[src/rtl/branch_pkg.sv]
// Shared types and constant tables for the branch resolution unit.
// Configuration macro used by the unit: BRANCH_RAS_EN (return-address stack).
package branch_pkg;

    localparam int PCW_DEFAULT = 10;

    typedef enum logic [1:0] {
        BEQ_ABS = 2'd0,
        BNE_REL = 2'd1,
        CALL    = 2'd2,
        RET     = 2'd3
    } br_kind_t;

    typedef enum logic {
        IDLE  = 1'b0,
        ISSUE = 1'b1
    } br_state_t;

    // Absolute branch/call targets, indexed by the 3-bit immediate
    function automatic int abs_lut(input logic [2:0] idx);
        case (idx)
            3'd0:    abs_lut = 0;
            3'd1:    abs_lut = 40;
            3'd2:    abs_lut = 80;
            3'd3:    abs_lut = 120;
            3'd4:    abs_lut = 200;
            3'd5:    abs_lut = 300;
            3'd6:    abs_lut = 400;
            default: abs_lut = 1000;
        endcase
    endfunction

    // Signed relative offsets, applied to the PC seen in ISSUE (branch PC + 1)
    function automatic logic signed [7:0] rel_lut(input logic [2:0] idx);
        case (idx)
            3'd0:    rel_lut = 8'sd1;
            3'd1:    rel_lut = 8'sd2;
            3'd2:    rel_lut = 8'sd4;
            3'd3:    rel_lut = 8'sd8;
            3'd4:    rel_lut = -8'sd1;
            3'd5:    rel_lut = -8'sd2;
            3'd6:    rel_lut = -8'sd4;
            default: rel_lut = -8'sd8;
        endcase
    endfunction

endpackage

[src/rtl/ret_stack.sv]
// Return-address stack (LIFO). Only instantiated when BRANCH_RAS_EN is defined.
// A push while full or a pop while empty is ignored; the caller flags the error.
module ret_stack #(
    parameter int DEPTH = 4,
    parameter int PCW   = 10
) (
    input  logic           Clk,
    input  logic           Clear,
    input  logic           push,
    input  logic           pop,
    input  logic [PCW-1:0] data,
    output logic           full,
    output logic           empty,
    output logic [PCW-1:0] top
);

    localparam int AW = $clog2(DEPTH);
    localparam logic [AW:0] ONE      = (AW+1)'(1);
    localparam logic [AW:0] FULL_CNT = (AW+1)'(DEPTH);

    logic [AW:0]    cnt;
    logic [AW:0]    cnt_m1;
    logic [PCW-1:0] mem [DEPTH];

    assign full   = (cnt == FULL_CNT);
    assign empty  = (cnt == '0);
    assign cnt_m1 = cnt - ONE;
    assign top    = mem[cnt_m1[AW-1:0]];

    // Occupancy count; cleared by reset or program start
    always_ff @(posedge Clk) begin
        if (Clear)
            cnt <= '0;
        else if (push && !full)
            cnt <= cnt + ONE;
        else if (pop && !empty)
            cnt <= cnt_m1;
    end

    // Entry storage; entries above the count are don't-care so no reset
    always_ff @(posedge Clk) begin
        if (!Clear && push && !full)
            mem[cnt[AW-1:0]] <= data;
    end

endmodule

[src/rtl/branch_ctrl.sv]
// Branch resolution unit: resolves taken/not-taken from decoded requests and
// the ALU flag, and drives registered Jump/BranchAbsOrRel/Target to fetch.
// Configuration macro: BRANCH_RAS_EN adds the CALL/RET return-address stack.
module branch_ctrl
    import branch_pkg::*;
#(
    parameter int DEPTH = 4,
    parameter int PCW   = PCW_DEFAULT
) (
    input  logic           Clk,
    input  logic           Reset,
    input  logic           Start,
    input  logic [PCW-1:0] ProgCtr,
    input  logic           BrReq,
    input  logic [1:0]     BrKind,
    input  logic [2:0]     BrIdx,
    input  logic           CondFlag,
    output logic           Jump,
    output logic           BranchAbsOrRel,
    output logic [PCW-1:0] Target,
    output logic           Squash,
    output logic           RasErr
);

    br_state_t             state, state_nxt;
    br_kind_t              kind;
    logic                  take_p0;
    logic                  rel_p0;
    logic [PCW-1:0]        tgt_p0;
    logic signed [PCW-1:0] rel_ext;

    assign kind    = br_kind_t'(BrKind);
    assign rel_ext = PCW'(rel_lut(BrIdx));

`ifdef BRANCH_RAS_EN
    logic           push, pop, err_set;
    logic           ras_full, ras_empty;
    logic [PCW-1:0] ras_top;
    logic [PCW-1:0] ret_addr;

    assign ret_addr = ProgCtr + PCW'(1);

    ret_stack #(.DEPTH(DEPTH), .PCW(PCW)) u_ras (
        .Clk   (Clk),
        .Clear (Reset || Start),
        .push  (push),
        .pop   (pop),
        .data  (ret_addr),
        .full  (ras_full),
        .empty (ras_empty),
        .top   (ras_top)
    );
`else
    logic unused_ok;
    assign unused_ok = ^{ProgCtr, DEPTH[0]};
`endif

    // Resolve the request and compute next FSM state; requests in ISSUE are squashed
    always_comb begin
        take_p0   = 1'b0;
        rel_p0    = 1'b0;
        tgt_p0    = '0;
        state_nxt = IDLE;
`ifdef BRANCH_RAS_EN
        push      = 1'b0;
        pop       = 1'b0;
        err_set   = 1'b0;
`endif
        if (state == IDLE && BrReq && !Start) begin
            case (kind)
                BEQ_ABS: begin
                    if (CondFlag) begin
                        take_p0 = 1'b1;
                        tgt_p0  = PCW'(abs_lut(BrIdx));
                    end
                end
                BNE_REL: begin
                    if (!CondFlag) begin
                        take_p0 = 1'b1;
                        rel_p0  = 1'b1;
                        tgt_p0  = rel_ext;
                    end
                end
                CALL: begin
                    take_p0 = 1'b1;
                    tgt_p0  = PCW'(abs_lut(BrIdx));
`ifdef BRANCH_RAS_EN
                    if (ras_full)
                        err_set = 1'b1;
                    else
                        push = 1'b1;
`endif
                end
                RET: begin
`ifdef BRANCH_RAS_EN
                    if (ras_empty) begin
                        err_set = 1'b1;
                    end else begin
                        take_p0 = 1'b1;
                        pop     = 1'b1;
                        tgt_p0  = ras_top;
                    end
`endif
                end
                default: ;
            endcase
        end
        case (state)
            IDLE:    state_nxt = take_p0 ? ISSUE : IDLE;
            default: state_nxt = IDLE;
        endcase
    end

    // State and fetch-facing output registers; Reset and Start both clear
    always_ff @(posedge Clk) begin
        if (Reset || Start) begin
            state          <= IDLE;
            Jump           <= 1'b0;
            Squash         <= 1'b0;
            BranchAbsOrRel <= 1'b0;
            Target         <= '0;
        end else begin
            state          <= state_nxt;
            Jump           <= take_p0;
            Squash         <= take_p0;
            BranchAbsOrRel <= rel_p0;
            Target         <= tgt_p0;
        end
    end

`ifdef BRANCH_RAS_EN
    // Sticky stack overflow/underflow flag
    always_ff @(posedge Clk) begin
        if (Reset || Start)
            RasErr <= 1'b0;
        else if (err_set)
            RasErr <= 1'b1;
    end
`else
    assign RasErr = 1'b0;
`endif

endmodule
[config.mk]
export PLATFORM = sky130hd
export DESIGN_NAME = branch_ctrl
export DESIGN_NICKNAME = d
export VERILOG_FILES = /design/src/rtl/branch_pkg.sv /design/src/rtl/ret_stack.sv /design/src/rtl/branch_ctrl.sv
export SDC_FILE = /design/constraint.sdc
export NUM_CORES = 1
export LEC_CHECK = 0
export ABC_CLOCK_PERIOD_IN_PS = 1720
export CORE_MARGIN = 3
export CORE_UTILIZATION = 38
export DETAILED_ROUTE_END_ITERATION = 10
export PLACE_DENSITY = 0.92
export SLEW_MARGIN = 20
export SYNTH_ARGS = -nofsm -noshare
export SYNTH_HDL_FRONTEND = slang
export SYNTH_HIERARCHICAL = 1
export SYNTH_SLANG_ARGS = --single-unit
[constraint.sdc]
create_clock -name Clk -period 1.72 [get_ports Clk]
set_input_delay 0.172 -clock Clk [delete_from_list [all_inputs] [get_ports Clk]]
set_output_delay 0.172 -clock Clk [all_outputs]
set_load 0.1 [all_outputs]
==> results.md, run 1 <==
- H-Tree Depth: 1
- Post-Synth XOR/XNOR Area: 0%
- Post-synthesis adder-cell area fraction: 0%
- Via count: 529
- Cell-internal power: 0.000440 W
- Antenna Nets Post-Route: 0
- TNS Setup: 0 ns
- IO Pins: 34
- Pin count of the biggest net entering global routing: 12
- Synthesized netlist cell count: 62
- Status: finished, final reports clean
- Setup violations, final: 0
- Drt pass-1 iters: 4
- Area of the multi-input gates: 250 um^2
- Layout cells sized above 1: 30.2%
- Min-Delay Path Class: in2reg
- Latest clock arrival within the worst-skew pair: 0.28 ns
- Pwr dens: 795 nW/um^2
- DRT Wirelength: 1220 um
- Worst R2R Start: state
- Critical path endpoint category: flop
- Syn nets: 82
- Die footprint: 1960 um^2
- Post-CTS Resized: 0
- Critical Path Start Type: primary input
- First-pass GRT wire length: 1930 um
- Largest family of logic cells by synthesized area: simple AND/OR/NAND/NOR gates
- Most common cell after layout, fill and taps aside: buf_4
- Cts hold-fix bufs: 0
- Worst hold start: BrReq
- R2r endpoint: Target[6]
- Clock transition at the registers of the reported paths: 0.08 ns
- Switching Fraction: 29.4%
- Synth unique cells: 24
- Root Buffer: clkbuf_4
- Die height: 44.3 um
- Power Total: 0.000623 W
- Initial Utilization: 41.7%
- RSZ-0062 raised after global routing: false
- Port Buffers: 22
- Total track usage: 13.9%
- Reg2reg setup slack: 0.50 ns
- Minimum clock period: 1.29 ns
- Cell area after synthesis: 557 um^2
- Hold Path Sink: Squash
- YS warnings: 6
- Gpl congestion: 0.735
- Post-layout net count: 107
- Logic pwr share: 20.3%
- Leakage: 0.331 nW
- CP arrival: 1.48 ns
- Clock network power share: 30.6%
- First DRT Iteration DRCs: 21
- Worst-case reg-to-reg path depth: 3
- Reg area: 260 um^2
- Vias/cell: 5.24
- Register area share after synthesis: 46.7%
- Post-Syn Area per Cell: 8.98 um^2
- Hold Vio Cnt, Final: 0
- # Post-CTS Setup Buffers: 0
- Post-synthesis mux area share: 0%
- Crit Path Max Fanout: 7
- Synth Area in Simple Gates: 25.6%
- Layout area overhead: 40.9%
- Area fraction in compound gates after synthesis: 18.7%
- Sequential Power Share: 49.2%
- Switch Pwr: 0.000183 W
- Cell Rows: 13
- Routed len/inst: 12.1 um
- Worst Clk Skew: 0.000735 ns
- Grt total ovfl: 0
- Maximum root-to-sink buffer count: 2
- CTS tree: built
- Core box area: 1330 um^2
- Crit path kind: in2reg
- Die width: 44.3 um
- CTS Buf Count: 3
- Max IR drop VDD: 0.350 mV
- Hold depth: 3
- Vias in the first global route: 440
- Filler cell count: 125
- Placed wire-length estimate: 944 um
- #FFs+latches synth: 13
- Antenna Diode Count: 0
- Initial antenna violation count: 0
- Max Cap Violations: 0
- Max frequency: 775 MHz
- Clk sinks: 13
- Final Cycle Share: 75.0%
- Most frequent cells in the layout: buf_4 (17), dfxtp_1 (13), clkdlybuf4s50_1 (9)
- DR DRC count: 0
- Req. time, crit path: 1.91 ns
- Slew Viols, Final: 0
[critical path, stage by stage]
cell and delay, ns:
clkdlybuf4s50_1 0.44, nor4b_4 0.49, nand2_2 0.15, a311oi_1 0.23
[final cells by class]
cell class	count	area share, %
Multi-Input combinational cell	40	31.9
Clock buffer	4	3.35
Sequential cell	13	33.2
Tap cell	15	2.39
Inverter	3	1.44
Timing Repair Buffer	26	27.8
[synth_stat cells]
cell	count	area [um^2]
a21o_1	1	7.51
dfxtp_1	13	260
nor3_2	1	10.0
nor3_1	1	5.00
inv_1	3	11.3
buf_2	3	15.0
nor4bb_1	1	10.0
o21ba_2	1	10.0
nor3b_2	1	12.5
a311oi_1	1	8.76
clkbuf_2	1	5.00
nand3_2	1	10.0
buf_4	2	15.0
conb_1	1	3.75
nand2_2	1	6.26
a21oi_1	8	40.0
nand3_1	5	25.0
nor4b_4	1	23.8
nand2_1	5	18.8
nor2_1	4	15.0
o21a_1	2	15.0
o21ai_0	2	10.0
nand4_1	1	6.26
o22ai_1	2	12.5
[power groups by stage]
stage / Combinational (W) / Sequential (W) / Clock (W)
final: 0.000126 / 0.000306 / 0.000190
after detailed placement: 0.000125 / 0.000314 / 0
after CTS: 0.000126 / 0.000307 / 0.000195
after floorplan: 0.0000590 / 0.000340 / 0
after global placement: 0.000122 / 0.000314 / 0
after global routing: 0.000134 / 0.000307 / 0.000214
[logic make-up (layout without fill, tap and decap cells)]
family	count (synthesis)	after routing
DFF	13	13
other	1	1
and+or+nand+nor	22	22
AOI/OAI and AO/OA	17	17
buffers and inverters	9	33
[sequential cells by signal, summed over array words and instances, names as in the netlist]
signal and count:
Target 10, state 1, BranchAbsOrRel 1, Squash 1
[layer usage]
layer / track usage, % / part of all wire [%] / up-vias
met2: 21.8 / 48 / 27
met3: 2.85 / 8.8 / 3
met4: 10.8 / 2.5 / 0
li1: - / - / 261
met1: 16.3 / 40 / 238
met5: 0 / 0 / -
[worst max path at each step]
stage | start | to | slack [ns] | depth (start not counted)
after floorplan | Squash | Squash | 0.19 | 1
after global placement | Reset | Target[6] | 0.17 | 4
after detailed placement | Reset | Target[6] | 0.13 | 4
after CTS | Reset | Target[6] | 0.43 | 4
after global routing | Reset | Target[0] | 0.32 | 4
final | Reset | Target[6] | 0.43 | 4
[stage by stage]
stage                     setup slack [ns]  instances  hold slack (ns)  util, %  cell area [um^2]
after floorplan                      0.192         62            0.350        -               557
after global placement               0.174         97            0.561     56.8               758
after detailed placement             0.131         97            0.581     56.8               758
after CTS                            0.430        101            0.587     58.8               785
after global routing                 0.320        101            0.620     58.8               785
final                                0.430        101            0.587     58.8               785
Power figures use the tool's default switching activity.
==> run 2, diff against run 1 <==
--- a/config.mk
+++ b/config.mk
@@ -5,11 +5,11 @@
 export SDC_FILE = /design/constraint.sdc
 export NUM_CORES = 1
 export LEC_CHECK = 0
-export ABC_CLOCK_PERIOD_IN_PS = 1720
+export ABC_CLOCK_PERIOD_IN_PS = 1200
 export CORE_MARGIN = 3
-export CORE_UTILIZATION = 38
+export CORE_UTILIZATION = 35
 export DETAILED_ROUTE_END_ITERATION = 10
-export PLACE_DENSITY = 0.92
+export PLACE_DENSITY = 0.86
 export SLEW_MARGIN = 20
 export SYNTH_ARGS = -nofsm -noshare
 export SYNTH_HDL_FRONTEND = slang
==> constraint.sdc (replaced) <==
create_clock -name Clk -period 1.2 [get_ports Clk]
set_input_delay 0.12 -clock Clk [delete_from_list [all_inputs] [get_ports Clk]]
set_output_delay 0.12 -clock Clk [all_outputs]
set_load 0.1 [all_outputs]
==> results.md, run 2 (synthesis gave the netlist of run 1 again) <==
- Status: finished, final reports clean
- Layout area overhead: 75.3%
- Root Buffer: clkbuf_4
- Worst Clk Skew: 0.000621 ns
- Cell area after layout: 976 um^2
- Max FFs per register: 10
- Routed len/inst: 13.2 um
- Latest clock arrival within the worst-skew pair: 0.28 ns
- Max Cap Violations: 0
- Pin count of the biggest net entering global routing: 12
- Final Cycle Share: 94.7%
- DR DRC count: 0
- TNS Setup: 0 ns
- Clk sinks: 13
- Slew Viols, Final: 0
- Most frequent cells in the layout: buf_12 (13), dfxtp_1 (12), clkdlybuf4s50_1 (9)
- Filler cell count: 90
- CTS Buf Count: 3
- Gpl congestion: 0.785
- Placed Cells: 99
- Core box area: 1400 um^2
- Die height: 45.9 um
- Drt pass-1 iters: 4
- Post-layout net count: 109
- Initial Utilization: 39.8%
- Reg2reg setup slack: 0.13 ns
- IO Pins: 34
- Crit Path Max Fanout: 7
- Placed wire-length estimate: 1040 um
- Vias/cell: 5.32
- Max IR drop VDD: 0.475 mV
- Post-route insts no fill: 103
- Die width: 45.9 um
- First DRT Iteration DRCs: 18
- Leakage: 0.379 nW
- Maximum root-to-sink buffer count: 2
- Placed Area: 937 um^2
- Layout cells sized above 1: 35.2%
- Setup violations, final: 0
- Cts hold-fix bufs: 0
- Critical path endpoint category: flop
- Power Total: 0.000922 W
- Most common cell after layout, fill and taps aside: buf_12
- Max frequency: 880 MHz
- DRT Wirelength: 1360 um
- First-pass GRT wire length: 2010 um
- Port Buffers: 22
- Antenna Diode Count: 0
- Most flops, register: Target
- Req. time, crit path: 1.40 ns
- CTS tree: built
- Final Core Density: 69.8%
- Die footprint: 2110 um^2
- Pwr dens: 945 nW/um^2
- # Post-CTS Setup Buffers: 0
- Hold Vio Cnt, Final: 0
- Grt total ovfl: 0
- CP arrival: 1.33 ns
- H-Tree Depth: 1
- Via count: 548
- Minimum clock period: 1.14 ns
- Critical Path Start Type: primary input
- Antenna Nets Post-Route: 0
- Min-Delay Path Class: in2reg
- Total track usage: 14.3%
- Clock transition at the registers of the reported paths: 0.08 ns
- Initial antenna violation count: 0
- Vias in the first global route: 460
- Cell Rows: 13
- Crit path kind: in2reg
==> run 2: cell types whose count changed in the layout (fill, tap and decap cells not counted) <==
cell and delta:
a311oi_1 -1, a311oi_2 +1, buf_12 +13, buf_4 -11, dfxtp_1 -1, dfxtp_2 +1, nor4bb_1 -1, nor4bb_2 +1
==> run 2: cell type report <==
type	count	area, um^2	area share, %
repair buffers	28	395	40.5
flip-flops and latches	13	262	26.8
multi-input cells	40	263	26.9
well taps	15	18.8	1.92
inverters	3	11.3	1.15
clock buffers	4	26.3	2.69
==> run 2: what timing repair did <==
item,in CTS,in global routing
resized for setup,0,2
endpoints found under the setup margin,0,1
endpoints found under the hold margin,0,0
==> run 2: final timing paths <==
kind / startpoint / end / depth (start not counted)
setup / recovery: BrKind[0] / Target[0] / 5
hold / removal: BrKind[0] / Target[8] / 3
setup reg to reg: state / Target[3] / 4
hold reg to reg: state / Target[6] / 4
==> run 2: metal layers <==
| metal | vias up | wire length, um | track usage [%] |
|---|---|---|---|
| li1 | 264 | - | - |
| met1 | 238 | 528 | 15.9 |
| met2 | 40 | 642 | 20.3 |
| met3 | 6 | 120 | 5.93 |
| met4 | 0 | 67 | 12.5 |
| met5 | - | 0 | 0 |
==> run 2: per-stage QoR <==
stage,hold WS (ns),setup WS (ns)
5_1_grt,0.583,-0.00853
3_3_place_gp,0.586,-0.172
2_1_floorplan,0.298,0.0582
3_5_place_dp,0.587,-0.245
4_1_cts,0.541,0.0425
6_report,0.552,0.0641
==> run 2: where the power goes <==
| part | internal [W] | switching [W] | total [W] |
|---|---|---|---|
| Combinational | 0.0000839 | 0.000122 | 0.000206 |
| Sequential | 0.000437 | 0.00000555 | 0.000443 |
| Clock | 0.000129 | 0.000144 | 0.000273 |
| Total | 0.000650 | 0.000272 | 0.000922 |
==> run 2: critical path, cell delays in order <==
cell,delay [ns]
clkdlybuf4s50_1,0.52
nor3b_2,0.23
buf_4,0.18
nand2_1,0.10
nor3_1,0.17
==> RTL edit, RTL diff (config.mk and constraints of run 2) <==
The option `BRANCH_RAS_EN` is turned on by a define.
--- a/src/rtl/branch_ctrl.sv
+++ b/src/rtl/branch_ctrl.sv
@@ -3,2 +3,4 @@
 // Configuration macro: BRANCH_RAS_EN adds the CALL/RET return-address stack.
+`define BRANCH_RAS_EN
+
 module branch_ctrl
Check against the original RTL: not equivalent (Yosys sat finds a counterexample within 4 cycles, from zero or initial values).
==> RTL edit against run 2 <==
  * The run now ends with negative setup slack left
  * Sequential cell count up 44
  * Critical path type is now reg -> reg
  * Count of clock-buffer cells in the layout is 5 higher
  * Routed wire length grew to 4.8 times the old value
  * Cell area grew to 4.2 times the old value
  * Utilization down 13 points
  * Sequential power grew to 4.8 times the old value
  * Total power grew to 5.2 times the old value
  * Highest routed layer unchanged
  * Area after synthesis grew to 4.8 times the old value
  * Setup slack got worse by 0.70 ns
  * Clock skew is 0.0079 ns higher
  * Critical path depth increased by 2
==> RTL edit: results (changes against run 2) <==
GP Congestion 0.780 (was 0.785); Setup-failing EPs final 57 (was 0); failing checks negative setup slack; non-filler instance count after layout 391 (was 103); outcome finished, violations left (was complete, no violations); Clock Root Buffer clkbuf_8 (was clkbuf_4); Hold WS 0.388 ns (was 0.552 ns); DRT Wirelength 6540 µm (was 1360 µm); placed inst area 0.00359 mm² (was 937 µm²); slowest CP cell dfxtp_4 (was clkdlybuf4s50_1); number of flops mapped to enable cells by yosys 40 (was 0); pre-CTS setup slack -0.915 ns (was -0.245 ns); Hold Crit Endpoint u_ras/mem[1][4]$_DFFE_PP_ (was Target[8]$_SDFF_PP0_); Setup Fix Bufs, Post-CTS 9 (was 0); worst setup margin -0.641 ns (was 0.0641 ns); crit-path leading delay family simple AND/OR/NAND/NOR gates (was buffers and inverters); Sw Pwr 1.03 mW (was 0.272 mW); Nets 314 (was 109); Reg2Reg Launch Point u_ras/cnt[0]$_SDFFE_PP0P_ (was state$_SDFF_PP0_); syn_nets 222 (was 82); vias in the first global route 2067 (was 460); largest net degree at the start of global routing 19 (was 12); top post-synthesis cells by area edfxtp_1 (45%), dfxtp_1 (13%), mux4_2 (5.1%) (was dfxtp_1 (47%), a21oi_1 (7.2%), nand3_1 (4.5%)); cts repair resizes 37 (was 0); post-synthesis cell type count 47 (was 24); Total GRT Usage 16.1% (was 14.3%); # fillers 589 (was 90); Critical Path Max Stage Delay 0.38 ns (was 0.52 ns); layout cell share with drive strength beyond 1 51.7% (was 35.2%); Critical Path Sink u_ras/mem[0][7]$_DFFE_PP_ (was Target[0]$_SDFF_PP0_); clock buffer count from CTS 9 (was 3); CP Max Fanout 8 (was 7); clk_lat worst skew 0.34 ns (was 0.28 ns); Reg2Reg Depth 7 (was 4); Lkg Pwr 1.51 nW (was 0.379 nW); port bufs 33 (was 22); DP Cell Count 361 (was 99); first-pass GRT wire length 10400 µm (was 2010 µm); clock skew 0.00855 ns (was 0.000621 ns); post-synthesis sequential area ratio 58.3% (was 46.7%); Critical Path AT 1.89 ns (was 1.33 ns); Hold Startpoint ProgCtr[4] (was BrKind[0]); max reg flops 40 (was 10); most frequent cells after synthesis edfxtp_1 (40), dfxtp_1 (17), nor2_1 (13) (was dfxtp_1 (13), a21oi_1 (8), nand2_1 (5), nand3_1 (5), nor2_1 (4)); setup TNS -31.00 ns (was 0 ns); H-tree lvl count 3 (was 1); count of state elements after synthesis 57 (was 13)
==> RTL edit: changes by cell type in the layout (fill, tap and decap cells not counted), sizes merged, moves of 6 or more <==
| cell | run 2 | this run |
|---|---|---|
| mux4 | 0 | 10 |
| nor2 | 4 | 13 |
| a31oi | 0 | 6 |
| ha | 0 | 7 |
| xnor2 | 0 | 8 |
| buf | 19 | 70 |
| edfxtp | 0 | 40 |
| and2 | 0 | 9 |
| clkdlybuf4s50 | 9 | 16 |
==> RTL edit: routing by layer <==
metal	up-vias	share of wire, %	track usage [%]
met4	0	0.58	4.40
met5	-	0	0
met3	4	5.9	5.36
met2	68	53	29.7
met1	979	40	17.5
li1	919	-	-
==> RTL edit: kinds of logic (layout without fill, tap and decap cells) <==
kind of cell	after synthesis	after routing	share of synthesized area [%]
DFF	57	57	58.3
buffers and inverters	17	110	3.78
AOI/OAI and AO/OA	31	31	8.23
xor gates and xnor gates	9	9	2.98
adders and majority gates	7	7	3.31
and+or+nand+nor	61	65	13.2
muxes	13	13	10.3
==> RTL edit: final cells by class <==
class                      instances  area, µm²  share of cell area [%]
tap                               99        124                    3.01
inverter                           5       28.8                   0.699
multi-input combinational        125       1230                    30.0
clock inverter                     7        119                    2.89
sequential                        57       1550                    37.6
timing repair buffer              89        942                    22.9
clock buffer                       9        124                    3.01
==> RTL edit: power groups by stage <==
| stage | registers (mW) | logic (mW) | clock network [mW] |
|---|---|---|---|
| 6_report | 2.13 | 0.500 | 2.15 |
| 5_1_grt | 2.13 | 0.531 | 2.30 |
| 4_1_cts | 2.13 | 0.473 | 2.19 |
| 3_5_place_dp | 2.17 | 0.444 | 0 |
| 3_3_place_gp | 2.17 | 0.431 | 0 |
| 2_1_floorplan | 2.21 | 0.179 | 0 |
